**config.mk**
```make
export PLATFORM = sky130hd
export DESIGN_NAME = boreal_ledger_flat
export DESIGN_NICKNAME = d
export VERILOG_FILES = /design/src/rtl/boreal_ledger_pkg.sv /design/src/rtl/boreal_ledger_if.sv /design/src/rtl/boreal_ledger_fifo.sv /design/src/rtl/boreal_ledger.sv /design/src/flat_wrapper.sv
export SDC_FILE = /design/constraint.sdc
export NUM_CORES = 2
export LEC_CHECK = 0
export BUFFER_PORTS_ARGS = -buffer_cell sky130_fd_sc_hd__buf_2
export CAP_MARGIN = 10
export CELL_PAD_IN_SITES_DETAIL_PLACEMENT = 0
export CELL_PAD_IN_SITES_GLOBAL_PLACEMENT = 1
export CORE_AREA = 3 3 664 666
export DETAILED_ROUTE_END_ITERATION = 6
export DIE_AREA = 0 0 667 669
export GPL_ROUTABILITY_DRIVEN = 0
export PLACE_DENSITY_LB_ADDON = 0.1
export SETUP_SLACK_MARGIN = 0.05
export SLEW_MARGIN = 20
export SYNTH_ARGS = -nofsm -noshare
export SYNTH_HDL_FRONTEND = slang
export SYNTH_SLANG_ARGS = --single-unit
```
**constraint.sdc**
```tcl
create_clock -name clk -period 39.9 [get_ports clk]
set_input_delay 5.985 -clock clk [delete_from_list [all_inputs] [get_ports clk]]
set_output_delay 5.985 -clock clk [all_outputs]
set_load 0.005 [all_outputs]
```
**src/rtl/boreal_ledger_pkg.sv**
```systemverilog
// -----------------------------------------------------------------------------
// boreal_ledger_pkg
// Shared definitions for the append-only event ledger:
//   - event_t           : 256-bit event payload, word k = bits [32k+31:32k]
//   - LED_REG_*         : MMIO word addresses (reads and write commands)
//   - fold_event()      : XOR of the eight payload words
//   - chain_next()      : one step of the running CHAIN digest
// -----------------------------------------------------------------------------
package boreal_ledger_pkg;

  localparam int EV_WORDS = 8;
  localparam int EV_W     = 32 * EV_WORDS;

  typedef logic [EV_W-1:0] event_t;

  // Read-side registers
  localparam logic [7:0] LED_REG_STATUS = 8'h00;
  localparam logic [7:0] LED_REG_SEQ    = 8'h01;
  localparam logic [7:0] LED_REG_DROPS  = 8'h02;
  localparam logic [7:0] LED_REG_CHAIN  = 8'h03;
  localparam logic [7:0] LED_REG_HEAD0  = 8'h08;  // 0x08..0x0F: head words 0..7

  // Write-side commands
  localparam logic [7:0] LED_REG_POP    = 8'h10;
  localparam logic [7:0] LED_REG_OVFCLR = 8'h11;
  localparam logic [7:0] LED_REG_SEED   = 8'h12;

  function automatic logic [31:0] fold_event(input event_t ev);
    logic [31:0] acc;
    acc = '0;
    for (int k = 0; k < EV_WORDS; k++) acc ^= ev[32*k +: 32];
    return acc;
  endfunction

  // CHAIN' = rotl(CHAIN, 5) ^ fold(payload) ^ SEQ (value before increment)
  function automatic logic [31:0] chain_next(input logic [31:0] chain,
                                             input event_t      ev,
                                             input logic [31:0] seq);
    return {chain[26:0], chain[31:27]} ^ fold_event(ev) ^ seq;
  endfunction

endpackage

```
**src/rtl/boreal_ledger_if.sv**
```systemverilog
// -----------------------------------------------------------------------------
// boreal_ledger_if
// Bundles the gate append port and the MMIO port of the ledger.
//   led_wr/led_event                : append strobe + 256-bit payload
//   mmio_we/mmio_addr/mmio_wdata    : MMIO write strobe, word address, data
//   mmio_rdata                      : registered MMIO read data
//   led_full/led_irq                : FIFO full flag, sticky overflow
// master = gate/CPU side, slave = ledger.
// -----------------------------------------------------------------------------
interface boreal_ledger_if;
  import boreal_ledger_pkg::*;

  logic        led_wr;
  event_t      led_event;
  logic        mmio_we;
  logic [7:0]  mmio_addr;
  logic [31:0] mmio_wdata;
  logic [31:0] mmio_rdata;
  logic        led_full;
  logic        led_irq;

  modport master (
    output led_wr, led_event, mmio_we, mmio_addr, mmio_wdata,
    input  mmio_rdata, led_full, led_irq
  );

  modport slave (
    input  led_wr, led_event, mmio_we, mmio_addr, mmio_wdata,
    output mmio_rdata, led_full, led_irq
  );

endinterface

```
**src/rtl/boreal_ledger_fifo.sv**
```systemverilog
// -----------------------------------------------------------------------------
// boreal_ledger_fifo
// Single-clock FIFO holding accepted ledger events.
//   clk, rst_n : clock, synchronous active-low reset
//   push_i     : write wdata_i (honoured when not full, or full with a pop)
//   pop_i      : drop the head entry (ignored when empty)
//   wdata_i    : entry to append
//   head_o     : oldest entry (undefined contents when empty)
//   full_o     : registered count == DEPTH
//   empty_o    : count == 0
//   count_o    : occupancy, 0..DEPTH
// -----------------------------------------------------------------------------
module boreal_ledger_fifo #(
  parameter int WIDTH = 256,
  parameter int DEPTH = 16
) (
  input  logic                       clk,
  input  logic                       rst_n,
  input  logic                       push_i,
  input  logic                       pop_i,
  input  logic [WIDTH-1:0]           wdata_i,
  output logic [WIDTH-1:0]           head_o,
  output logic                       full_o,
  output logic                       empty_o,
  output logic [$clog2(DEPTH+1)-1:0] count_o
);

  localparam int            AW      = $clog2(DEPTH);
  localparam int            CW      = $clog2(DEPTH+1);
  localparam logic [CW-1:0] DEPTH_C = CW'(DEPTH);

  logic [WIDTH-1:0] mem_q [DEPTH];
  logic [AW-1:0]    wr_ptr_q, wr_ptr_d;
  logic [AW-1:0]    rd_ptr_q, rd_ptr_d;
  logic [CW-1:0]    count_q, count_d;
  logic             full_q, full_d;
  logic             do_push, do_pop;

  assign do_pop  = pop_i && (count_q != '0);
  // A pop in the same cycle frees the slot the push lands in.
  assign do_push = push_i && (!full_q || do_pop);

  // NOTE: every signal assigned here gets a default first, so no path
  // leaves it unassigned and no latch is inferred.
  always_comb begin
    wr_ptr_d = wr_ptr_q;
    rd_ptr_d = rd_ptr_q;
    count_d  = count_q;
    // DEPTH is a power of two, so natural pointer overflow is the wrap.
    if (do_push) wr_ptr_d = wr_ptr_q + AW'(1);
    if (do_pop)  rd_ptr_d = rd_ptr_q + AW'(1);
    if (do_push && !do_pop)      count_d = count_q + CW'(1);
    else if (!do_push && do_pop) count_d = count_q - CW'(1);
    full_d = (count_d == DEPTH_C);
  end

  // NOTE: state registers use non-blocking assignments so every flop
  // samples the pre-edge values regardless of statement order.
  always_ff @(posedge clk) begin
    if (!rst_n) begin
      wr_ptr_q <= '0;
      rd_ptr_q <= '0;
      count_q  <= '0;
      full_q   <= 1'b0;
    end else begin
      wr_ptr_q <= wr_ptr_d;
      rd_ptr_q <= rd_ptr_d;
      count_q  <= count_d;
      full_q   <= full_d;
    end
  end

  // NOTE: storage is deliberately not reset; count == 0 makes stale
  // contents invisible, and a reset-free array maps onto plain RAM.
  always_ff @(posedge clk) begin
    if (rst_n && do_push) mem_q[wr_ptr_q] <= wdata_i;
  end

  assign head_o  = mem_q[rd_ptr_q];
  assign full_o  = full_q;
  assign empty_o = (count_q == '0);
  assign count_o = count_q;

endmodule

```
**src/rtl/boreal_ledger.sv**
```systemverilog
// -----------------------------------------------------------------------------
// boreal_ledger
// Append-only event ledger: events from the gate are sequenced, folded into a
// running CHAIN digest and queued for software, which drains them over MMIO.
//   clk, rst_n : clock, synchronous active-low reset
//   bus        : boreal_ledger_if.slave
//                led_wr/led_event in, mmio_we/addr/wdata in,
//                mmio_rdata out (one cycle after addr), led_full, led_irq out
// Parameter DEPTH: FIFO entries, power of two in 2..64.
// -----------------------------------------------------------------------------
module boreal_ledger
  import boreal_ledger_pkg::*;
#(
  parameter int DEPTH = 16
) (
  input  logic           clk,
  input  logic           rst_n,
  boreal_ledger_if.slave bus
);

  localparam int CW = $clog2(DEPTH+1);

  logic          pop_req, pop_ok, accept, drop, ovf_clr, seed_we;
  logic          fifo_full, fifo_empty;
  logic [CW-1:0] fifo_count;
  event_t        fifo_head;

  logic [31:0]   seq_q, seq_d;
  logic [31:0]   drops_q, drops_d;
  logic [31:0]   chain_q, chain_d;
  logic [31:0]   rdata_q, rdata_d;
  logic          ovf_q, ovf_d;

  // MMIO write commands
  assign pop_req = bus.mmio_we && (bus.mmio_addr == LED_REG_POP);
  assign ovf_clr = bus.mmio_we && (bus.mmio_addr == LED_REG_OVFCLR) && bus.mmio_wdata[0];
  assign seed_we = bus.mmio_we && (bus.mmio_addr == LED_REG_SEED);

  // Same acceptance rule as the FIFO applies internally, needed here for
  // SEQ/CHAIN/DROPS bookkeeping.
  assign pop_ok = pop_req && !fifo_empty;
  assign accept = bus.led_wr && (!fifo_full || pop_ok);
  assign drop   = bus.led_wr && !accept;

  boreal_ledger_fifo #(
    .WIDTH (EV_W),
    .DEPTH (DEPTH)
  ) u_fifo (
    .clk     (clk),
    .rst_n   (rst_n),
    .push_i  (accept),
    .pop_i   (pop_ok),
    .wdata_i (bus.led_event),
    .head_o  (fifo_head),
    .full_o  (fifo_full),
    .empty_o (fifo_empty),
    .count_o (fifo_count)
  );

  always_comb begin
    seq_d   = seq_q;
    drops_d = drops_q;
    chain_d = chain_q;
    ovf_d   = ovf_q;

    // An accepted append owns CHAIN this cycle; a coincident seed is lost.
    if (accept) begin
      seq_d   = seq_q + 32'd1;
      chain_d = chain_next(chain_q, bus.led_event, seq_q);
    end else if (seed_we) begin
      chain_d = bus.mmio_wdata;
    end

    // A drop in the same cycle as W1C keeps the overflow flag set.
    if (drop) begin
      ovf_d = 1'b1;
      if (drops_q != 32'hFFFF_FFFF) drops_d = drops_q + 32'd1;
    end else if (ovf_clr) begin
      ovf_d = 1'b0;
    end
  end

  // Read decode works on pre-edge state; the result is registered.
  always_comb begin
    rdata_d = '0;
    case (bus.mmio_addr)
      LED_REG_STATUS: rdata_d = {21'h0, ovf_q, fifo_empty, fifo_full, 1'b0, 7'(fifo_count)};
      LED_REG_SEQ:    rdata_d = seq_q;
      LED_REG_DROPS:  rdata_d = drops_q;
      LED_REG_CHAIN:  rdata_d = chain_q;
      default: begin
        if ((bus.mmio_addr[7:3] == LED_REG_HEAD0[7:3]) && !fifo_empty)
          rdata_d = fifo_head[{bus.mmio_addr[2:0], 5'd0} +: 32];
      end
    endcase
  end

  always_ff @(posedge clk) begin
    if (!rst_n) begin
      seq_q   <= '0;
      drops_q <= '0;
      chain_q <= '0;
      ovf_q   <= 1'b0;
      rdata_q <= '0;
    end else begin
      seq_q   <= seq_d;
      drops_q <= drops_d;
      chain_q <= chain_d;
      ovf_q   <= ovf_d;
      rdata_q <= rdata_d;
    end
  end

  assign bus.mmio_rdata = rdata_q;
  assign bus.led_full   = fifo_full;
  assign bus.led_irq    = ovf_q;

endmodule

```
**src/flat_wrapper.sv**
```systemverilog
// flat-port wrapper written by rule: the top's interface ports become plain ports
module boreal_ledger_flat import boreal_ledger_pkg::*;
#(
  parameter int DEPTH = 16
)
  (clk, rst_n, bus_led_wr, bus_led_event, bus_mmio_we, bus_mmio_addr, bus_mmio_wdata, bus_mmio_rdata, bus_led_full, bus_led_irq);
  boreal_ledger_if bus_i ();
  input  logic clk;
  input  logic rst_n;
  input wire logic [$bits(bus_i.led_wr)-1:0] bus_led_wr;
  input wire logic [$bits(bus_i.led_event)-1:0] bus_led_event;
  input wire logic [$bits(bus_i.mmio_we)-1:0] bus_mmio_we;
  input wire logic [$bits(bus_i.mmio_addr)-1:0] bus_mmio_addr;
  input wire logic [$bits(bus_i.mmio_wdata)-1:0] bus_mmio_wdata;
  output wire logic [$bits(bus_i.mmio_rdata)-1:0] bus_mmio_rdata;
  output wire logic [$bits(bus_i.led_full)-1:0] bus_led_full;
  output wire logic [$bits(bus_i.led_irq)-1:0] bus_led_irq;
  assign bus_i.led_wr = bus_led_wr;
  assign bus_i.led_event = bus_led_event;
  assign bus_i.mmio_we = bus_mmio_we;
  assign bus_i.mmio_addr = bus_mmio_addr;
  assign bus_i.mmio_wdata = bus_mmio_wdata;
  assign bus_mmio_rdata = bus_i.mmio_rdata;
  assign bus_led_full = bus_i.led_full;
  assign bus_led_irq = bus_i.led_irq;
  boreal_ledger #(.DEPTH(DEPTH)) u_core (.clk(clk), .rst_n(rst_n), .bus(bus_i));
endmodule
```
After elaboration in Yosys (flattened, before gate mapping)
Memories as Yosys holds them, arrays and structs flattened. A register that Yosys moved wholly into a read port is not among the register bits.
Cells that the tools add are included.
W data, S select, Z words.
- add/subtract/negate cells: 6
- eq/ne operators: 9
- shifts and indexed selects: 1
- reductions and logical operators: 26
- bitwise logic cells: 9
- muxes and demuxes: 12
- operator list (kind ; count):
    $xor A32 B32 Y32 ; 9
    $shiftx A256 B9 Y32 ; 1
    $pmux W32 S4 ; 1
    $mux W32 ; 3
    $add A32 B1 Y32 const B ; 2
    $ne A32 B32 Y1 const B ; 1
    $eq A8 B5 Y1 const B ; 3
    $eq A8 B2 Y1 const B ; 2
    $logic_and A1 B1 Y1 ; 13
    $mux W5 ; 2
    $add A4 B1 Y4 const B ; 2
    $eq A8 B1 Y1 const B ; 1
    $logic_not A8 Y1 ; 1
    $mux W4 ; 2
    $add A5 B1 Y5 const B ; 1
    $eq A5 B1 Y1 const B ; 1
    $eq A5 B5 Y1 const B ; 1
    $logic_not A1 Y1 ; 5
    $logic_not A5 Y1 ; 1
    $reduce_bool A5 Y1 ; 1
    $sub A5 B1 Y5 const B ; 1
    $mux W1 ; 4
    $reduce_bool A2 Y1 ; 2
    $logic_or A1 B1 Y1 ; 2
    $reduce_and A2 Y1 ; 1
- bits in writable memories: 4096
- output and inout bits: 34
- logic and storage cells: 73
- memories: 1
- bits in registers: 143
- bits of input ports: 300
- memory list (name ; words ; bits a word ; read ports ; clocked after Yosys merged registers in ; write ports ; RTL line ; source):
    u_core.u_fifo.mem_q ; 16 ; 256 ; 1 ; 1 ; 1 ; boreal_ledger_fifo.sv:32 ; logic [WIDTH-1:0] mem_q [DEPTH];

Longest topological paths before layout
- depth after elaboration: 11
- depth in mapped cells: 13
- mapped depth without buffers: 8

By module
A second synthesis with hierarchy kept.
- cells, all modules: 7223
- area total of the unflattened synthesis: 165811.5 um^2
- by module, submodules not included (module ; seq. area each (um^2) ; times used ; area an instance (um^2) ; cells an instance):
    boreal_ledger_fifo ; 123358.3 ; 1 ; 154938.6 ; 6072
    boreal_ledger ; 2582.5 ; 1 ; 10872.9 ; 1151

Least setup slack after synthesis
No wires, ideal clock.
- path kind: input -> register
- start point: in bus_mmio_addr[5]
- end point: mem u_core.u_fifo.mem_q[10][0] (enable)
- setup slack: 13.763 ns
- stages on the path: 7
- path buffers: 2
- required time: 38.714 ns
- arrival time: 24.951 ns
- setup time: 1.186 ns
- path through: or3_1 buf_2 o41a_4 nor2_1 clkbuf_1 nand2_1 nor3_1
- word-level cells in the longest chain between the ends: 9
- elaborated cells on any way between the ends: 11
- those cells by class: eq/ne: 1; mux: 2; reduce/logical: 8
- RTL lines (item ; RTL line ; source):
    start: declaration ; flat_wrapper.sv:13 ; input wire logic [$bits(bus_i.mmio_addr)-1:0] bus_mmio_addr;
    $eq A8 B5 Y1 * ; boreal_ledger.sv:35 ; assign pop_req = bus.mmio_we && (bus.mmio_addr == LED_REG_POP);
    $logic_and A1 B1 Y1 * ; boreal_ledger.sv:35 ;
    $logic_and A1 B1 Y1 * ; boreal_ledger.sv:41 ; assign pop_ok = pop_req && !fifo_empty;
    $logic_or A1 B1 Y1 or $logic_and A1 B1 Y1 (tied branches) ; boreal_ledger.sv:42, boreal_ledger_fifo.sv:39 ;
    $logic_and A1 B1 Y1 or $logic_or A1 B1 Y1 (tied branches) ; boreal_ledger.sv:42, boreal_ledger_fifo.sv:41 ;
    $logic_and A1 B1 Y1 * ; boreal_ledger_fifo.sv:41 ; assign do_push = push_i && (!full_q || do_pop);
    $logic_and A1 B1 Y1 * ; boreal_ledger_fifo.sv:76 ; if (rst_n && do_push) mem_q[wr_ptr_q] <= wdata_i;
    $mux W1 * ; boreal_ledger_fifo.sv:76 ;
    $mux W1 (not written as such) * ; boreal_ledger_fifo.sv:76 ;
    end: declaration ; boreal_ledger_fifo.sv:32 ;
Mark *: on every way between the ends. The rest lies on a longest branch, timed or not.

Final worst setup path
- start point: in bus_mmio_addr[2]
- end point: mem u_core.u_fifo.mem_q[0][17] (enable)
The elaborated chain is that of the path after synthesis.

==> results.sh <==
export IMPL_cpPeakStageDelay_ns=0.74
export IMPL_first_global_vias=83718
export IMPL_cts_sinks=4243
export IMPL_start_util=0.380
export IMPL_placed_area_mm2=0.175
export IMPL_status="finished clean"
export IMPL_drtAntennaViolNets=0
export IMPL_power_leakage_nw=57.3
export IMPL_postCtsSetupRepairBufs=0
export IMPL_ys_ff_latch=4243
export IMPL_cp_startpoint="bus_mmio_addr[2]"
export IMPL_cts_buffer_depth=4
export IMPL_syn_nets=7998
export IMPL_htree_num_levels=5
export IMPL_start_kind="input port"
export IMPL_cts_root_buffer="clkbuf_16"
export IMPL_synthFlopType="edfxtp_1"
export IMPL_hold_buffers=0
export IMPL_ys_warn_count=0
export IMPL_dieArea_mm2=0.446
export IMPL_dp_worst_setup_slack_ns=28.30
export IMPL_drive_gt1_frac=0.265
export IMPL_hold_violations=0
export IMPL_drt_wl_total_um=555000
export IMPL_power_density_mw_per_mm2=50.0
export IMPL_worstSetupPathType="input port to register"
export IMPL_die_y_um=669
export IMPL_hold_worst_slack_ns=0.492
export IMPL_worst_slack_ns=29.34
export IMPL_min_path_type="register to register"
export IMPL_grt_ovfl_total=0
export IMPL_rsz0062_at_grt="false"
export IMPL_relSlewSlack=0.109
export IMPL_path_max_fanout=77
export IMPL_die_w_um=667
export IMPL_clk_insertion_delay_late_ns=1.00
export IMPL_crit_top_cell="buf_4"
export IMPL_crit_family="buffers and inverters"
export IMPL_fillers=37365
export IMPL_finalCriticalPeriod_ns=10.56
export IMPL_cts_tree="built"
export IMPL_design_area_mm2=0.189
export IMPL_critical_path_cell_chain="buf_4 -> nand4bb_1 -> o41a_4 -> nor2_1 -> buf_4 -> and3_4 -> buf_4 -> buf_12 -> buf_4"
export IMPL_clock_fmax_mhz=94.7
export IMPL_io_pins=334
export IMPL_nets=8607
export IMPL_endpoint_kind="register"
export IMPL_yosysUniqueCellTypes=74
export IMPL_cts_inserted_buffers=460
export IMPL_area_delta_synth_final_pct=14.4
export IMPL_drv_slew=0
export IMPL_grt_max_degree=107
export IMPL_vias=83903
export IMPL_crit_buf_inv=5
export IMPL_layout_worst_path_cycle_share=0.265
export IMPL_max_slew_worst_pin_slew_ns=1.34
export IMPL_clkTransAtPathRegs_ns=0.06
export IMPL_drc_errors=0
export IMPL_fin_tns_setup_ns=0
export IMPL_drtIter0Drc=10016
export IMPL_dpl_hpwl_um=343000
export IMPL_drt_pass1_iterations=6
export IMPL_synth_cells=7688
export IMPL_port_buffers=333
export IMPL_avgSynthCellArea_um2=21.5
export IMPL_synth_edf_count=4096
export IMPL_setup_viol=0
export IMPL_cp_slowest_cell="o41a_4"
export IMPL_fin_cells=14458
export IMPL_dp_cells=13569
export IMPL_crit_required_ns=40.48
export IMPL_max_cap_violations=0
export IMPL_vias_per_cell=5.80
export IMPL_rows=242
export IMPL_arrival_ns=11.15
export IMPL_core_mm2=0.435
export IMPL_syn_cell_area_mm2=0.165
export IMPL_avgRoutedWirePerCell_um=38.4
export IMPL_irDropWorstVdd_mv=0.0401
export IMPL_cts_resized=0
export IMPL_skew_ns=0.0460
export IMPL_grt_pass1_wl_um=750000
export IMPL_grt_usage=0.246
export IMPL_async_reset_ff_frac=0
export IMPL_antenna_found_initial=136
export IMPL_synth_yosys_seq_area_share=0.761
export IMPL_min_from="u_core.drops_q[10]"
[layer usage]
layer	vias to the layer above	track usage	share of wire
met4	52	0.0602	0.027
met3	751	0.0377	0.064
met2	3166	0.399	0.48
met1	46394	0.350	0.43
met5	-	0	0.00064
li1	33540	-	-
[cells in the mapped netlist (10+ instances only)]
cell type / number / share of area
dfxtp_1: 147 / 0.018
buf_2: 129 / 0.0039
a221oi_1: 59 / 0.0031
or3_1: 14 / 0.00053
o221ai_1: 27 / 0.0014
nand2_1: 192 / 0.0044
mux2_2: 15 / 0.0010
nor4_1: 24 / 0.00091
a22oi_1: 87 / 0.0039
xnor2_1: 300 / 0.016
o211ai_1: 19 / 0.00086
mux2i_1: 399 / 0.024
o21ai_0: 85 / 0.0026
a22o_1: 19 / 0.0010
o22ai_1: 50 / 0.0019
and4_1: 12 / 0.00064
nand2b_1: 11 / 0.00042
xor2_1: 45 / 0.0024
edfxtp_1: 4096 / 0.74
nor3_1: 47 / 0.0014
nand4_1: 25 / 0.00095
inv_1: 20 / 0.00045
nor2_1: 194 / 0.0044
buf_1: 41 / 0.00093
mux4_2: 1016 / 0.14
buf_6: 14 / 0.00095
and3_1: 14 / 0.00053
a31oi_1: 24 / 0.00091
a21oi_1: 63 / 0.0019
a211oi_1: 52 / 0.0024
ha_1: 10 / 0.00076
and2_1: 16 / 0.00061
a2111oi_0: 11 / 0.00058
buf_4: 72 / 0.0033
nand3_1: 75 / 0.0023
clkbuf_1: 161 / 0.0037
[flip-flops by register name, summed over array words and instances (netlist names), named ones only]
| register | cells |
|---|---|
| u_core.bus.led_irq | 1 |
| u_core.bus.mmio_rdata | 32 |
| u_core.chain_q | 32 |
| u_core.drops_q | 32 |
| u_core.seq_q | 32 |
| u_core.u_fifo.count_o | 5 |
| u_core.u_fifo.full_o | 1 |
| u_core.u_fifo.mem_q | 4096 |
| u_core.u_fifo.rd_ptr_q | 4 |
| u_core.u_fifo.wr_ptr_q | 4 |
[path summary, 6_finish.rpt]
| path | slack [ns] | cells past startpoint | endpoint |
|---|---|---|---|
| worst max register to register | 32.26 | 11 | u_core.bus.mmio_rdata[25] |
| worst min-delay path | 0.49 | 2 | u_core.drops_q[10] |
| worst max-delay path | 29.34 | 9 | u_core.u_fifo.mem_q[0][17] |
| worst min register to register | 0.49 | 2 | u_core.drops_q[10] |
[power breakdown]
part	leakage, nW	internal [mW]	switching, mW	total (mW)
Combinational	12.1	0.0958	0.269	0.364
Clock	7.11	2.39	1.77	4.16
Sequential	38.1	4.92	0.0177	4.94
[through the flow]
step | utilization | power [mW]
3_3_place_gp | 0.401 | 5.39
4_1_cts | 0.435 | 9.56
5_1_grt | 0.435 | 9.74
6_report | 0.435 | 9.46
3_5_place_dp | 0.401 | 5.40
2_1_floorplan | - | 5.17
[cells in the final DEF, fill, tap and decap left out, drive strengths merged, types with 15 or more instances in the layout]
master  instances
clkbuf        582
xor2           45
nand3          75
o21ai          85
dfxtp         147
o22ai          50
a31oi          24
o221ai         27
mux2           15
inv            36
bufinv         40
a221oi         59
clkinv        203
and2           17
diode          44
xnor2         300
a22oi          87
edfxtp       4096
a22o           19
nand4          25
nor2          194
a211oi         52
o211ai         19
nor3           47
mux4         1016
nand2         192
a21oi          63
mux2i         399
nor4           24
buf           565
[cells by family (layout without fill, tap and decap cells)]
group,after synthesis,after routing,synth area share
AO/OA/AOI/OAI,560,560,0.0242
XOR/XNOR,345,345,0.0183
adder cells (fa/ha/maj),10,10,0.000756
buffers and inverters,444,1436,0.0133
flip-flops,4243,4243,0.761
multiplexers,1430,1430,0.163
other,0,44,0
AND/OR/NAND/NOR,656,656,0.0186
[layout make-up]
cell class | count | area, um^2 | area share
Multi-Input combinational cell | 3001 | 37600 | 0.199
Inverter | 26 | 114 | 0.000602
Timing Repair Buffer | 565 | 3730 | 0.0197
Tap cell | 5734 | 7170 | 0.0379
Clock inverter | 263 | 2500 | 0.0132
Clock buffer | 582 | 12100 | 0.0638
Sequential cell | 4243 | 126000 | 0.666
Antenna cell | 44 | 110 | 0.000582
[tightest hold or removal path, stage by stage, from the launching register on]
cell,delay (ns)
dfxtp_1,0.33
nand2_1,0.06
mux2i_1,0.05
(Power assumes the default switching activity.)
